[src/rtl/crossword_pkg.sv]
// Shared constants, key codes and types for the crossword cursor/entry block.
// Board geometry and the cell-index helper live here.
package crossword_pkg;

  localparam int GRID_N = 5;
  localparam int CELLS  = GRID_N * GRID_N;

  localparam logic [7:0] KC_RIGHT = 8'h4F;
  localparam logic [7:0] KC_LEFT  = 8'h50;
  localparam logic [7:0] KC_DOWN  = 8'h51;
  localparam logic [7:0] KC_UP    = 8'h52;
  localparam logic [7:0] KC_SPACE = 8'h2C;
  localparam logic [7:0] KC_BKSP  = 8'h2A;
  localparam logic [7:0] KC_A     = 8'h04;
  localparam logic [7:0] KC_Z     = 8'h1D;

  typedef enum logic [1:0] {
    IDLE,
    WRITE,
    ADVANCE
  } state_t;

  typedef enum logic [1:0] {
    DIR_R,
    DIR_L,
    DIR_D,
    DIR_U
  } dir_t;

  function automatic logic [4:0] cell_idx(
    input logic [2:0] r,
    input logic [2:0] c
  );
    return 5'(r) * 5'(GRID_N) + 5'(c);
  endfunction

endpackage

[src/rtl/cursor_entry_ctrl_if.sv]
// Write port from the cursor controller into the board-letter RAM.
// Request is held stable until the RAM acknowledges.
interface cursor_entry_ctrl_if;

  logic       wr_req;
  logic [4:0] wr_addr;
  logic [4:0] wr_data;
  logic       wr_ack;

  modport master (
    output wr_req,
    output wr_addr,
    output wr_data,
    input  wr_ack
  );

  modport slave (
    input  wr_req,
    input  wr_addr,
    input  wr_data,
    output wr_ack
  );

endinterface

[src/rtl/cursor_entry_ctrl_grid_step.sv]
// One-cell cursor step that skips black cells and stops at the board edge.
// Purely combinational; scans at most GRID_N-1 cells ahead.
module grid_step
  import crossword_pkg::*;
(
  input  logic [2:0]       row,
  input  logic [2:0]       col,
  input  dir_t             dir,
  input  logic [CELLS-1:0] black_mask,
  output logic [2:0]       nrow,
  output logic [2:0]       ncol,
  output logic             moved
);

  int         r;
  int         c;
  logic [4:0] idx;
  logic       found;

  always_comb begin
    nrow  = row;
    ncol  = col;
    found = 1'b0;
    r     = 0;
    c     = 0;
    idx   = '0;
    for (int k = 1; k < GRID_N; k++) begin
      r = int'(row);
      c = int'(col);
      case (dir)
        DIR_R:   c = c + k;
        DIR_L:   c = c - k;
        DIR_D:   r = r + k;
        default: r = r - k;
      endcase
      // Once off the board every later k is off too, so no wrap.
      if (!found && r >= 0 && r < GRID_N &&
          c >= 0 && c < GRID_N) begin
        idx = 5'(r * GRID_N + c);
        if (!black_mask[idx]) begin
          found = 1'b1;
          nrow  = 3'(r);
          ncol  = 3'(c);
        end
      end
    end
    moved = found;
  end

endmodule

[src/rtl/cursor_entry_ctrl.sv]
// Keyboard cursor and letter-entry controller for the crossword board.
// Arrow keys move, space flips direction, letters write then auto-advance.
module cursor_entry_ctrl
  import crossword_pkg::*;
#(
  parameter int CELL_PX = 80,
  parameter int X_ORG   = 4,
  parameter int Y_ORG   = 80
) (
  input  logic                Clk,
  input  logic                Reset,
  input  logic [7:0]          keycode,
  input  logic [CELLS-1:0]    black_mask,
  cursor_entry_ctrl_if.master wr,
  output logic [2:0]          cur_row,
  output logic [2:0]          cur_col,
  output logic                dir_across,
  output logic [9:0]          highlightX,
  output logic [9:0]          highlightY
);

  state_t     state_q, state_d;
  logic [7:0] key_prev;
  logic [2:0] row_q, row_d;
  logic [2:0] col_q, col_d;
  logic       dir_q, dir_d;
  logic       req_q, req_d;
  logic [4:0] addr_q, addr_d;
  logic [4:0] data_q, data_d;

  logic       key_ev;
  logic       is_arrow;
  logic       is_space;
  logic       is_wr_key;
  dir_t       step_dir;
  logic [2:0] nrow;
  logic [2:0] ncol;
  logic       moved;

  assign key_ev    = (keycode != key_prev) && (keycode != 8'h00);
  assign is_arrow  = (keycode == KC_RIGHT) || (keycode == KC_LEFT) ||
                     (keycode == KC_DOWN)  || (keycode == KC_UP);
  assign is_space  = (keycode == KC_SPACE);
  assign is_wr_key = (keycode >= KC_A && keycode <= KC_Z) ||
                     (keycode == KC_BKSP);

  // Blank data marks a backspace, so ADVANCE steps backward.
  always_comb begin
    step_dir = DIR_R;
    if (state_q == ADVANCE) begin
      if (data_q == 5'd0) step_dir = dir_q ? DIR_L : DIR_U;
      else                step_dir = dir_q ? DIR_R : DIR_D;
    end else begin
      case (keycode)
        KC_LEFT: step_dir = DIR_L;
        KC_DOWN: step_dir = DIR_D;
        KC_UP:   step_dir = DIR_U;
        default: step_dir = DIR_R;
      endcase
    end
  end

  grid_step u_step (
    .row        (row_q),
    .col        (col_q),
    .dir        (step_dir),
    .black_mask (black_mask),
    .nrow       (nrow),
    .ncol       (ncol),
    .moved      (moved)
  );

  always_comb begin
    state_d = state_q;
    row_d   = row_q;
    col_d   = col_q;
    dir_d   = dir_q;
    req_d   = req_q;
    addr_d  = addr_q;
    data_d  = data_q;
    unique case (state_q)
      IDLE: begin
        if (key_ev) begin
          unique case (1'b1)
            is_arrow: begin
              if (moved) begin
                row_d = nrow;
                col_d = ncol;
              end
            end
            is_space: dir_d = ~dir_q;
            is_wr_key: begin
              addr_d  = cell_idx(row_q, col_q);
              data_d  = (keycode == KC_BKSP) ? 5'd0
                        : 5'(keycode - 8'h03);
              req_d   = 1'b1;
              state_d = WRITE;
            end
            default: ;
          endcase
        end
      end
      WRITE: begin
        if (wr.wr_ack) begin
          req_d   = 1'b0;
          state_d = ADVANCE;
        end
      end
      ADVANCE: begin
        if (moved) begin
          row_d = nrow;
          col_d = ncol;
        end
        state_d = IDLE;
      end
      default: state_d = IDLE;
    endcase
  end

  always_ff @(posedge Clk) begin
    if (Reset) begin
      state_q  <= IDLE;
      key_prev <= 8'h00;
      row_q    <= 3'd0;
      col_q    <= 3'd0;
      dir_q    <= 1'b1;
      req_q    <= 1'b0;
      addr_q   <= 5'd0;
      data_q   <= 5'd0;
    end else begin
      state_q  <= state_d;
      key_prev <= keycode;
      row_q    <= row_d;
      col_q    <= col_d;
      dir_q    <= dir_d;
      req_q    <= req_d;
      addr_q   <= addr_d;
      data_q   <= data_d;
    end
  end

  assign wr.wr_req  = req_q;
  assign wr.wr_addr = addr_q;
  assign wr.wr_data = data_q;

  assign cur_row    = row_q;
  assign cur_col    = col_q;
  assign dir_across = dir_q;
  assign highlightX = 10'(X_ORG) + 10'(col_q) * 10'(CELL_PX);
  assign highlightY = 10'(Y_ORG) + 10'(row_q) * 10'(CELL_PX);

endmodule
[src/flat_wrapper.sv]
// flat-port wrapper written by rule: the top's interface ports become plain ports
module cursor_entry_ctrl_flat import crossword_pkg::*;
#(
  parameter int CELL_PX = 80,
  parameter int X_ORG   = 4,
  parameter int Y_ORG   = 80
)
  (Clk, Reset, keycode, black_mask, cur_row, cur_col, dir_across, highlightX, highlightY, wr_wr_req, wr_wr_addr, wr_wr_data, wr_wr_ack);
  cursor_entry_ctrl_if wr_i ();
  input  logic Clk;
  input  logic Reset;
  input  logic [7:0] keycode;
  input  logic [CELLS-1:0] black_mask;
  output logic [2:0] cur_row;
  output logic [2:0] cur_col;
  output logic dir_across;
  output logic [9:0] highlightX;
  output logic [9:0] highlightY;
  output wire logic [$bits(wr_i.wr_req)-1:0] wr_wr_req;
  output wire logic [$bits(wr_i.wr_addr)-1:0] wr_wr_addr;
  output wire logic [$bits(wr_i.wr_data)-1:0] wr_wr_data;
  input wire logic [$bits(wr_i.wr_ack)-1:0] wr_wr_ack;
  assign wr_wr_req = wr_i.wr_req;
  assign wr_wr_addr = wr_i.wr_addr;
  assign wr_wr_data = wr_i.wr_data;
  assign wr_i.wr_ack = wr_wr_ack;
  cursor_entry_ctrl #(.CELL_PX(CELL_PX), .X_ORG(X_ORG), .Y_ORG(Y_ORG)) u_core (.Clk(Clk), .Reset(Reset), .keycode(keycode), .black_mask(black_mask), .wr(wr_i), .cur_row(cur_row), .cur_col(cur_col), .dir_across(dir_across), .highlightX(highlightX), .highlightY(highlightY));
endmodule
[config.mk]
export PLATFORM = sky130hd
export DESIGN_NAME = cursor_entry_ctrl_flat
export DESIGN_NICKNAME = d
export VERILOG_FILES = /design/src/rtl/crossword_pkg.sv /design/src/rtl/cursor_entry_ctrl_if.sv /design/src/rtl/cursor_entry_ctrl_grid_step.sv /design/src/rtl/cursor_entry_ctrl.sv /design/src/flat_wrapper.sv
export SDC_FILE = /design/constraint.sdc
export NUM_CORES = 1
export LEC_CHECK = 0
export CAP_MARGIN = 20
export CORE_AREA = 8 8 103 105
export CTS_CLUSTER_SIZE = 30
export DETAILED_ROUTE_END_ITERATION = 8
export DIE_AREA = 0 0 111 113
export DONT_BUFFER_PORTS = 1
export PLACE_DENSITY_LB_ADDON = 0.15
export SLEW_MARGIN = 25
export SYNTH_ARGS = -nofsm -noshare
export SYNTH_HDL_FRONTEND = slang
export SYNTH_SLANG_ARGS = --single-unit
[constraint.sdc]
create_clock -name Clk -period 10.51 [get_ports Clk]
set_input_delay 2.102 -clock Clk [delete_from_list [all_inputs] [get_ports Clk]]
set_output_delay 2.102 -clock Clk [all_outputs]
set_load 0.1 [all_outputs]
==> impl_results.md <==
- H-Tree Depth: 1
- Worst path max stage delay: 0.67 ns
- Leakage: 1.96 nW
- Commonest non-fill, non-tap cell in the layout: ha_1
- Placed cells: 605
- Initial DRC Count: 294
- CTS root buf: clkbuf_8
- CP Data Arrival Time: 7.64 ns
- Post-DP Area: 4650 µm²
- Tot Pwr: 297 µW
- Reg clk slew, reported paths: 0.10 ns
- Commonest cells after routing, fill and taps aside: 54 x ha_1, 42 x nor2_1, 36 x nand2_1
- Worst Path Required: 10.68 ns
- Synth cell types: 82
- Number of synthesized flops with an enable pin: 0
- Clock network fraction of design power: 20.1%
- Post-route cell area: 4690 µm²
- Diode count: 0
- Num ports: 74
- Worst-margin pin slew: 1.02 ns
- GPL Wtd Cong: 0.961
- Setup Buffers After CTS: 0
- Min cycle time layout: 7.47 ns
- Post-cts hold buffer count: 0
- Total CTS buffers: 3
- RSZ-0062 raised after global routing: false
- First-pass GRT wire length: 20800 µm
- Post-layout util: 52.2%
- Area share of the largest cell type after synthesis: 14.8%
- Hold Crit Class: flop to flop
- WL/cell: 20.8 µm
- Clock Skew: 0.00279 ns
- Drt total wl: 12700 µm
- PortBufs: 0
- Core Box Area: 8980 µm²
- CP bufs+invs: 0
- Sw frac: 39.1%
- Synthesized flop and latch total: 28
- Final WS setup: 3.04 ns
- Biggest area consumer among synthesized cells: ha_1
- Area of the die: 12500 µm²
- Final Hold Viols: 0
- CTS Buffer Depth: 2
- DRC: 0
- Antenna viol nets, final: 0
- Area Overhead vs Synth: 2.71%
- Post_cts resized: 0
- Initial antenna violation count: 0
- Slew HR: 31.7%
- Clk_lat worst skew: 0.27 ns
- Synth Instances: 516
- Global Route Usage Sum: 19.9%
- Outcome: completed
- Sw Pwr: 116 µW
- Dpl hpwl: 10200 µm
- Syn_area_per_cell: 8.85 µm²
- Crit start category: input port
- Slowest CP cell: mux2i_1
- Maximum vdd ir drop: 0.0000525 V
- Primary FF master, synth: dfxtp_1
- Pwr Density: 63.4 nW/µm²
- TNS Setup: 0 ns
- Vias per inst: 6.33
- Element type at the critical path end: flop
- # setup viols final: 0
- Die X: 111 µm
- # rows: 35
- Register area share after synthesis: 12.3%
- Synth top area cells: ha_1 15%, mux4_2 13%, dfxtp_1 12%
- Worst path cell trace: or3b_2 > or4_4 > nand2_1 > xnor2_1 > nor2_1 > a21o_1 > ha_1 > fa_1 > ha_1 > xor2_1 > mux2i_1 > nor2_1 > a311oi_1 > o31ai_1 > nor4_1 > mux2i_1 > nand3_2 > nor3b_2 > mux2_4
- Crit path max-delay family: simple AND/OR/NAND/NOR gates
- Fin cells: 608
- TritonCTS clock tree: yes
- Via count: 3848
- MaxCap Viol Count: 0
- Combinational power share: 39.0%
- Final Max Tran Viols: 0
- Final hold slack: 0.610 ns
- CP max FO: 12
- Grt total ovfl: 0
- Pre-CTS setup slack: 2.80 ns
- Final Cycle Share: 71.0%
- Final nets: 598
- Via count of the first global-routing pass: 3907
- Pre-antenna DRT Iters: 5
- Worst Setup Path Type: input port to flop
- Largest net degree at the start of global routing: 32
- Yosys Warn Count: 0
- Register share of total power: 40.9%
- CTS sink count: 28
- Pint: 181 µW
- Die height: 113 µm
- Layout cells sized above 1: 14.9%
- FFs w/ async S/R, synth: 0%
- Starting Density: 50.8%
- Synthesized area: 4560 µm²
- Achievable Freq: 134 MHz
[logic make-up (layout without fill, tap and decap cells)]
family | after synthesis | in the layout | share of synthesized area (%)
buffers and inverters | 67 | 42 | 6.99
adders and majority gates | 63 | 63 | 18.7
other | 2 | 8 | 0.165
muxes | 45 | 45 | 17.4
DFF | 28 | 28 | 12.3
and+or+nand+nor | 159 | 159 | 19.2
xor gates and xnor gates | 44 | 44 | 8.74
AOI/OAI and AO/OA | 108 | 108 | 16.4
[path summary, 6_finish.rpt]
check / from / endpoint / slack (ns) / cells past startpoint
max reg2reg: u_core.wr.wr_data[0] / u_core.cur_row[0] / 4.04 / 19
max: keycode[5] / u_core.cur_row[0] / 3.04 / 19
min reg2reg: u_core.state_q[0] / u_core.state_q[1] / 0.61 / 2
min: u_core.state_q[0] / u_core.state_q[1] / 0.61 / 2
[sequential cells by signal (all words and copies together), names as in the netlist]
| signal | count |
|---|---|
| u_core.cur_col | 3 |
| u_core.cur_row | 3 |
| u_core.dir_across | 1 |
| u_core.key_prev | 8 |
| u_core.state_q | 2 |
| u_core.wr.wr_addr | 5 |
| u_core.wr.wr_data | 5 |
| u_core.wr.wr_req | 1 |
[cell usage after synthesis, types with 3 or more instances]
cell and number:
o211ai_1 3, ha_1 54, a21oi_1 25, nand3_1 18
clkbuf_1 16, xnor2_1 38, nor3_1 10, dfxtp_1 28
and3_1 3, buf_1 8, nor2_1 42, nor4b_1 3
mux2i_1 15, o21a_1 5, o31ai_1 4, inv_1 24
and2_1 4, a211oi_1 6, buf_4 11, nor4_1 3
fa_1 9, o21ai_0 18, nand2b_1 4, buf_6 3
xor2_1 5, nor2b_1 7, o31a_1 3, mux4_2 27
nand4_1 3, a21o_1 7, buf_2 3, nand2_1 36
a21boi_0 5, a31oi_1 4
[final cells by class]
class                           instances  area [µm²]
Tap cell                              111         139
Inverter                               26        97.6
Timing Repair Buffer                   13        97.6
Fill cell                             831        4290
Multi-Input combinational cell        427        3740
Sequential cell                        28         568
Clock buffer                            3        41.3
[power by group through the flow]
stage	Sequential, mW	Clock (mW)	Combinational, mW
after floorplan	0.125	0	0.100
after global placement	0.124	0	0.114
after detailed placement	0.124	0	0.115
after CTS	0.122	0.0627	0.116
after global routing	0.122	0.0657	0.125
final	0.122	0.0597	0.116
[routing by layer]
metal / vias up / global-route usage [%] / routed length (µm)
met5: - / 0 / 0
met4: 0 / 5.23 / 243
met3: 16 / 5.08 / 962
met2: 147 / 32.4 / 5790
met1: 1848 / 25.6 / 5660
li1: 1837 / - / -
[worst min-delay path, cell delays in order, from the launching register on]
cell,delay (ns)
dfxtp_1,0.39
nand3b_1,0.14
nor2_1,0.05
No activity file was read; power rests on OpenSTA's default activity.
